<file path="src/rtl/rot_iter.sv">
// Iterative barrel rotator: one power-of-two rotation stage per clock, MSB of the
// amount first, with a valid/ready request side and a valid/ready result side.
module rot_iter #(
  parameter int WIDTH = 32
) (
  input  logic                     clk,
  input  logic                     rst,
  input  logic                     in_valid,
  output logic                     in_ready,
  input  logic [WIDTH-1:0]         in_data,
  input  logic [$clog2(WIDTH)-1:0] in_amt,
  input  logic                     in_dir,
  input  logic                     abort,
  output logic                     out_valid,
  input  logic                     out_ready,
  output logic [WIDTH-1:0]         out_data
);

  localparam int AW = $clog2(WIDTH);
  localparam int KW = $clog2(AW);

  typedef enum logic [1:0] {
    IDLE = 2'd0,
    ROT  = 2'd1,
    DONE = 2'd2
  } state_t;

  state_t          state_reg;
  logic [KW-1:0]   k_reg;
  logic [WIDTH-1:0] work_reg;
  logic [AW-1:0]   amt_reg;
  logic            dir_reg;
  logic            in_ready_reg;
  logic            out_valid_reg;

  // Stage k handles amount bit AW-1-k, i.e. a rotation by 2^(AW-1-k).
  logic [KW-1:0]    bit_idx;
  logic [WIDTH-1:0] rotl [AW];
  logic [WIDTH-1:0] rotr [AW];

  assign bit_idx = KW'(AW - 1) - k_reg;

  for (genvar gi = 0; gi < AW; gi++) begin : g_stage
    localparam int S = 2 ** gi;
    assign rotl[gi] = {work_reg[WIDTH-1-S:0], work_reg[WIDTH-1:WIDTH-S]};
    assign rotr[gi] = {work_reg[S-1:0], work_reg[WIDTH-1:S]};
  end

  always_ff @(posedge clk or posedge rst) begin
    if (rst) begin
      state_reg     <= IDLE;
      k_reg         <= '0;
      work_reg      <= '0;
      amt_reg       <= '0;
      dir_reg       <= 1'b0;
      in_ready_reg  <= 1'b1;
      out_valid_reg <= 1'b0;
    end else begin
      unique case (state_reg)
        IDLE: begin
          if (in_valid) begin
            work_reg     <= in_data;
            amt_reg      <= in_amt;
            dir_reg      <= in_dir;
            k_reg        <= '0;
            in_ready_reg <= 1'b0;
            state_reg    <= ROT;
          end
        end
        ROT: begin
          if (abort) begin
            k_reg        <= '0;
            in_ready_reg <= 1'b1;
            state_reg    <= IDLE;
          end else begin
            if (amt_reg[bit_idx]) begin
              work_reg <= dir_reg ? rotr[bit_idx] : rotl[bit_idx];
            end
            if (k_reg == KW'(AW - 1)) begin
              out_valid_reg <= 1'b1;
              state_reg     <= DONE;
            end else begin
              k_reg <= k_reg + KW'(1);
            end
          end
        end
        DONE: begin
          // abort is deliberately not looked at here: a finished result is always delivered.
          if (out_ready) begin
            out_valid_reg <= 1'b0;
            in_ready_reg  <= 1'b1;
            k_reg         <= '0;
            state_reg     <= IDLE;
          end
        end
        default: begin
          in_ready_reg  <= 1'b1;
          out_valid_reg <= 1'b0;
          state_reg     <= IDLE;
        end
      endcase
    end
  end

  assign in_ready  = in_ready_reg;
  assign out_valid = out_valid_reg;
  assign out_data  = work_reg;

endmodule

</file>
<file path="config.mk">
export PLATFORM = sky130hd
export DESIGN_NAME = rot_iter
export DESIGN_NICKNAME = d
export VERILOG_FILES = /design/src/rtl/rot_iter.sv
export SDC_FILE = /design/constraint.sdc
export NUM_CORES = 1
export LEC_CHECK = 0
export ABC_AREA = 1
export CORE_ASPECT_RATIO = 1.75
export CORE_MARGIN = 3
export CORE_UTILIZATION = 60
export CTS_BUF_LIST = sky130_fd_sc_hd__clkbuf_4
export DETAILED_ROUTE_END_ITERATION = 16
export DONT_BUFFER_PORTS = 1
export GPL_TIMING_DRIVEN = 0
export PLACE_DENSITY = 0.76
export RECOVER_POWER = 25
export SYNTH_ARGS = -nofsm -noshare
export SYNTH_HDL_FRONTEND = slang
export SYNTH_SLANG_ARGS = --single-unit
</file>
<file path="constraint.sdc">
create_clock -name clk -period 3 [get_ports clk]
set_input_delay 0.6 -clock clk [delete_from_list [all_inputs] [get_ports clk]]
set_output_delay 0.6 -clock clk [all_outputs]
set_load 0.1 [all_outputs]
</file>
[Word level (Yosys, flattened, before mapping)]
Index checks and enable logic that the tools add are counted.
Cells by class
  add/sub/neg operators: 2
  multiply operators: 0
  divide/modulo/power cells: 0
  $lt $le $gt $ge: 2
  equal/unequal tests: 11
  shifts and indexed selects: 0
  muxes and demuxes: 31
  bitwise logic cells: 2
  reductions and logical operators: 9
Operators by type and width (count)
  32-bit 2-to-1 mux: 8
  32-bit binary-select mux with 3-bit select: 2
  32-bit one-hot mux with 2 select lines: 1
  3-bit 2-to-1 mux: 4
  2-bit inequality test (second input constant): 6
  4-bit AND reduction: 3
  3-bit one-hot mux with 3 select lines: 1
  2-bit 2-to-1 mux: 4
  1-bit 2-to-1 mux: 7
  3-bit inequality test (second input constant): 2
  1-bit one-hot mux with 3 select lines: 2
  2-bit one-hot mux with 3 select lines: 1
  3-bit AND reduction: 2
  4-bit greater-or-equal comparator (second input constant): 1
  3-bit by 4-bit < comparator with 1-bit output (second input constant): 1
  3-bit NOT with 4-bit output: 1
  3-bit by 1-bit adder with 3-bit output (second input constant): 1
  1-bit binary-select mux with 3-bit select: 1
  3-bit equality test (second input constant): 1
  3-bit nonzero test: 1
  3-bit subtractor (first input constant): 1
  2-bit by 1-bit equality test with 1-bit output (second input constant): 1
  2-bit equality test (second input constant): 1
  2-bit logical NOT: 1
  3 further kinds: 3
Storage, ports and cells
  bits in registers: 45
  bits in latches: 0
  bits in writable memories: 0
  bits in read-only memories: 0
  output and inout port bits: 34
  word-level logic and storage cells: 64
  memories: 0

[Longest topological paths before layout]
  word-level depth: 9
  mapped depth: 15
  gate-level depth less buffers: 12

[Worst setup path after synthesis]
OpenSTA, ideal clock, no wires.
  kind: reg-to-reg
  start: register k_reg[0]
  end: register work_reg[15], in the netlist out_data[15]
  library setup time: 0.120 ns
  arrival: 2.087 ns
  required time: 2.880 ns
  slack: 0.793 ns
  stages on the path, launching flop included: 13
  buffers on the path: 3
  clock period less this slack: 2.207 ns
  cell sequence: dfrtp_1 inv_2 buf_2 ha_1 ha_1 buf_2 inv_1 clkbuf_1 nand3_1 o21ai_0 nand3_1 nand2_1 nand2_1
On the way
  longest elaborated chain between the ends: 9
  elaborated cells on any way between the ends: 16
RTL lines
  from (decl): RTL line 29  | logic [KW-1:0] k_reg;
  from (signal assigned): RTL line 83  | k_reg <= k_reg + KW'(1);
  3-bit subtractor (*): RTL line 41  | assign bit_idx = KW'(AW - 1) - k_reg;
  3-bit NOT with 4-bit output (not written as such): RTL line 77  | work_reg <= dir_reg ? rotr[bit_idx] : rotl[bit_idx];
  32-bit binary-select mux with 3-bit select: RTL line 77
  32-bit 2-to-1 mux (not written as such) (2 in series): RTL line 77
  32-bit 2-to-1 mux: RTL line 77
  32-bit 2-to-1 mux: RTL line 76  | if (amt_reg[bit_idx]) begin
  32-bit 2-to-1 mux: RTL line 71  | if (abort) begin
  32-bit one-hot mux with 2 select lines: RTL line 59  | unique case (state_reg)
  to (signal assigned): RTL line 62  | work_reg <= in_data;
  to (signal assigned): RTL line 77
  to (decl): RTL line 30  | logic [WIDTH-1:0] work_reg;
Mark *: on every way between the ends. The rest lies on a longest branch, timed or not. The select of a mux whose other input is x is not followed.
A chain may end at the register's enable or synchronous reset.

[Worst setup path after layout]
  start: register k_reg[0]
  end: register work_reg[7], in the netlist out_data[7]
The elaborated chain is that of the path after synthesis.

==> reports/results.ini <==
[synthesis]
ys_seq_area_share_pct = 24.75
ys_types = 24
synth.area.top_cells = nand2_1 (28%), dfrtp_1 (24%), nand3_1 (16%)
syn-num-nets = 865
synth-seq-cells = 45
synth_top_cell_area_share_pct = 27.68
ys_top_cells_by_count = nand2_1 (336), nand3_1 (147), a21oi_1 (90)
synth_ff_type = dfrtp_1
synth_cells = 818
synth_area_sq_um = 4556
yosys.area.top_type = nand2_1
async_flop_share_pct = 100.0
synth-edff-count = 0
ys_warn_count = 0
postSynthAreaPerCell_sq_um = 5.569
yosys.cell_count.top_type = nand2_1

[sta]
tns_ns = 0
rsz0062_at_grt = false
min_period_ns = 2.965
worst_slack_ns = 0.03464
hold_viol_final = 0
worst_slew_pin_slew_ns = 1.329
finalClockSkew_ns = 0.02505
period_share_pct = 98.85
drv_slew = 0
clock.fmax_ghz = 0.3372
relSlewSlack_pct = 11.38
setup_viol_count_final = 0

[final_layout]
layout.cells.non_filler = 913
drive_above_1_share_pct = 7.134
final_nets = 873
antennaDiodeCount = 0
largest_reg_flops = 32
area_growth_pct = 3.873
final_area_sq_um = 4732

[worst_setup_path]
critPathMaxStageDelay_ns = 0.52
crit_type = reg2reg
crit_path_top_delay_cell = dfrtp_1
start_kind = register
worstPathCellList = inv_2 -> buf_2 -> ha_1 -> ha_1 -> buf_2 -> clkbuf_1 -> a21oi_1 -> nand2_1 -> nand3_1 -> nand2_1 -> nand2_1
critPathMostFrequentCell = nand2_1
worstPathArrival_ns = 3.25
required_ns = 3.29
crit_fanout = 10
worst_setup_path_end_kind = register

[routing]
drt_iter0_drc = 1351
drc_errors = 0
route.vias.total = 6258
detailedRoute.firstPassIterationCount = 10
wl_mm = 21.25
avgViaCountPerCell = 6.854
wl_per_cell_um = 23.27
ant_nets = 0

[clocking]
clock-sinks = 45
cts_tree = done
clockRootBuffer = clkbuf_4
clkLatencyLatePin_ns = 0.40
post_cts_buffers = 0
clk_path_buf_depth = 2
numCtsBuffers = 5
cts.clk_slew.worst_paths_ns = 0.16
htreeDepth = 2

[grt]
grt_max_degree = 26
gr-total-overflow = 0
track_usage_pct = 49.33
antenna_found_initial = 1
grt_pass1_vias = 5942
grt_pass1_wl_mm = 32.35

[die]
floorplan.initialDensity_pct = 62.54
die_area_sq_um = 8716
rows = 41
ios = 77
die_w_um = 71.87
die_y_um = 121.3
core_sq_um = 7284

[power]
pwr-share-seq_pct = 45.4
power.switching_uw = 4516
pwr-share-comb_pct = 49.6
vdd_ir_drop_max_v = 0.0009395
power_uw = 6365
pwr-share-clk_pct = 5.0
p_leak_uw = 0.002351
power_density_nw_per_um2 = 1345
switching_share_pct = 70.96
p_int_uw = 1849

[place]
io_buffers = 0
place_hpwl_mm = 15.70
dp_cells = 905
dpl-instance-area_sq_um = 4691
place_ws_ns = -0.003213
routabilityCongestion = 1.274

[min_path]
hp-class = in2async

[status]
run_status = finished, final reports clean

[job]
max-cap-violations = 0

-- placed cells by master (no fill, tap or decap), drive strengths merged --
cell type and instances:
a21oi 90, a31oi 1, buf 42, clkbuf 24, clkinv 2, dfrtp 44, dfstp 1, ha 4
inv 17, nand2 340, nand3 147, nand3b 1, nor2 73, nor3 2, o21a 1, o21ai 37
o31ai 1
-- layer usage --
| metal | track usage [%] | vias up | wire (um) |
|---|---|---|---|
| met3 | 18.16 | 208 | 2945 |
| met2 | 75.00 | 631 | 9148 |
| met4 | 39.18 | 0 | 2532 |
| met5 | 0 | - | 0 |
| li1 | - | 2710 | - |
| met1 | 54.16 | 2709 | 6620 |
-- cell families (layout without fill, tap and decap cells) --
| kind of cell | after synthesis | in the layout | synth area share [%] |
|---|---|---|---|
| adders and majority gates | 4 | 4 | 1.099 |
| buffers and inverters | 76 | 85 | 8.679 |
| AOI/OAI and AO/OA | 130 | 130 | 14.42 |
| and+or+nand+nor | 563 | 563 | 51.06 |
| DFF | 45 | 45 | 24.75 |
-- final timing paths --
kind | startpoint | end | slack (ns) | depth (start not counted)
min | rst | out_data[8] | 0.24 | 1
min in group clk | in_amt[4] | amt_reg[4] | 0.32 | 2
max in group asynchronous | rst | out_data[13] | 1.03 | 2
max reg2reg | k_reg[0] | out_data[7] | 0.03 | 11
max | k_reg[0] | out_data[7] | 0.03 | 11
min reg2reg | amt_reg[4] | amt_reg[4] | 0.51 | 2
-- worst max-delay path: cells and delay by family, from the launching register on --
family	cells	cell delay, ns
buffers and inverters	4	1.13
AND/OR/NAND/NOR	4	0.57
AO/OA/AOI/OAI	1	0.14
adder cells (fa/ha/maj)	2	0.50
flip-flops	1	0.52
-- repair_timing --
item / 4_1_cts / 5_1_grt
setup endpoints to repair: 1 / 5
hold buffers: 0 / 0
cloned: 0 / 0
resized for setup: 1 / 9
-- through the flow --
step,utilization (%),hold slack [ns]
floorplan,-,0.4492
global placement,64.02,0.4640
detailed placement,64.39,0.4888
CTS,65.17,0.1191
global route,64.96,0.2917
finish,64.96,0.2377
-- power by group through the flow --
stage | Sequential, uW | Clock, uW | Combinational, uW
floorplan | 2650 | 0 | 2130
global placement | 2850 | 0 | 2870
detailed placement | 2860 | 0 | 2920
CTS | 2850 | 318 | 2930
global route | 2900 | 335 | 3390
finish | 2890 | 319 | 3160
-- cell type report --
class | count | area [sq um]
multi-input combinational | 697 | 3033
clock inverter | 2 | 10.01
timing repair buffer | 1 | 3.754
sequential | 45 | 1127
buffer | 59 | 341.6
tap | 86 | 107.6
inverter | 17 | 63.81
fill | 750 | 2552
clock buffer | 6 | 45.04
(Power assumes the default switching activity.)
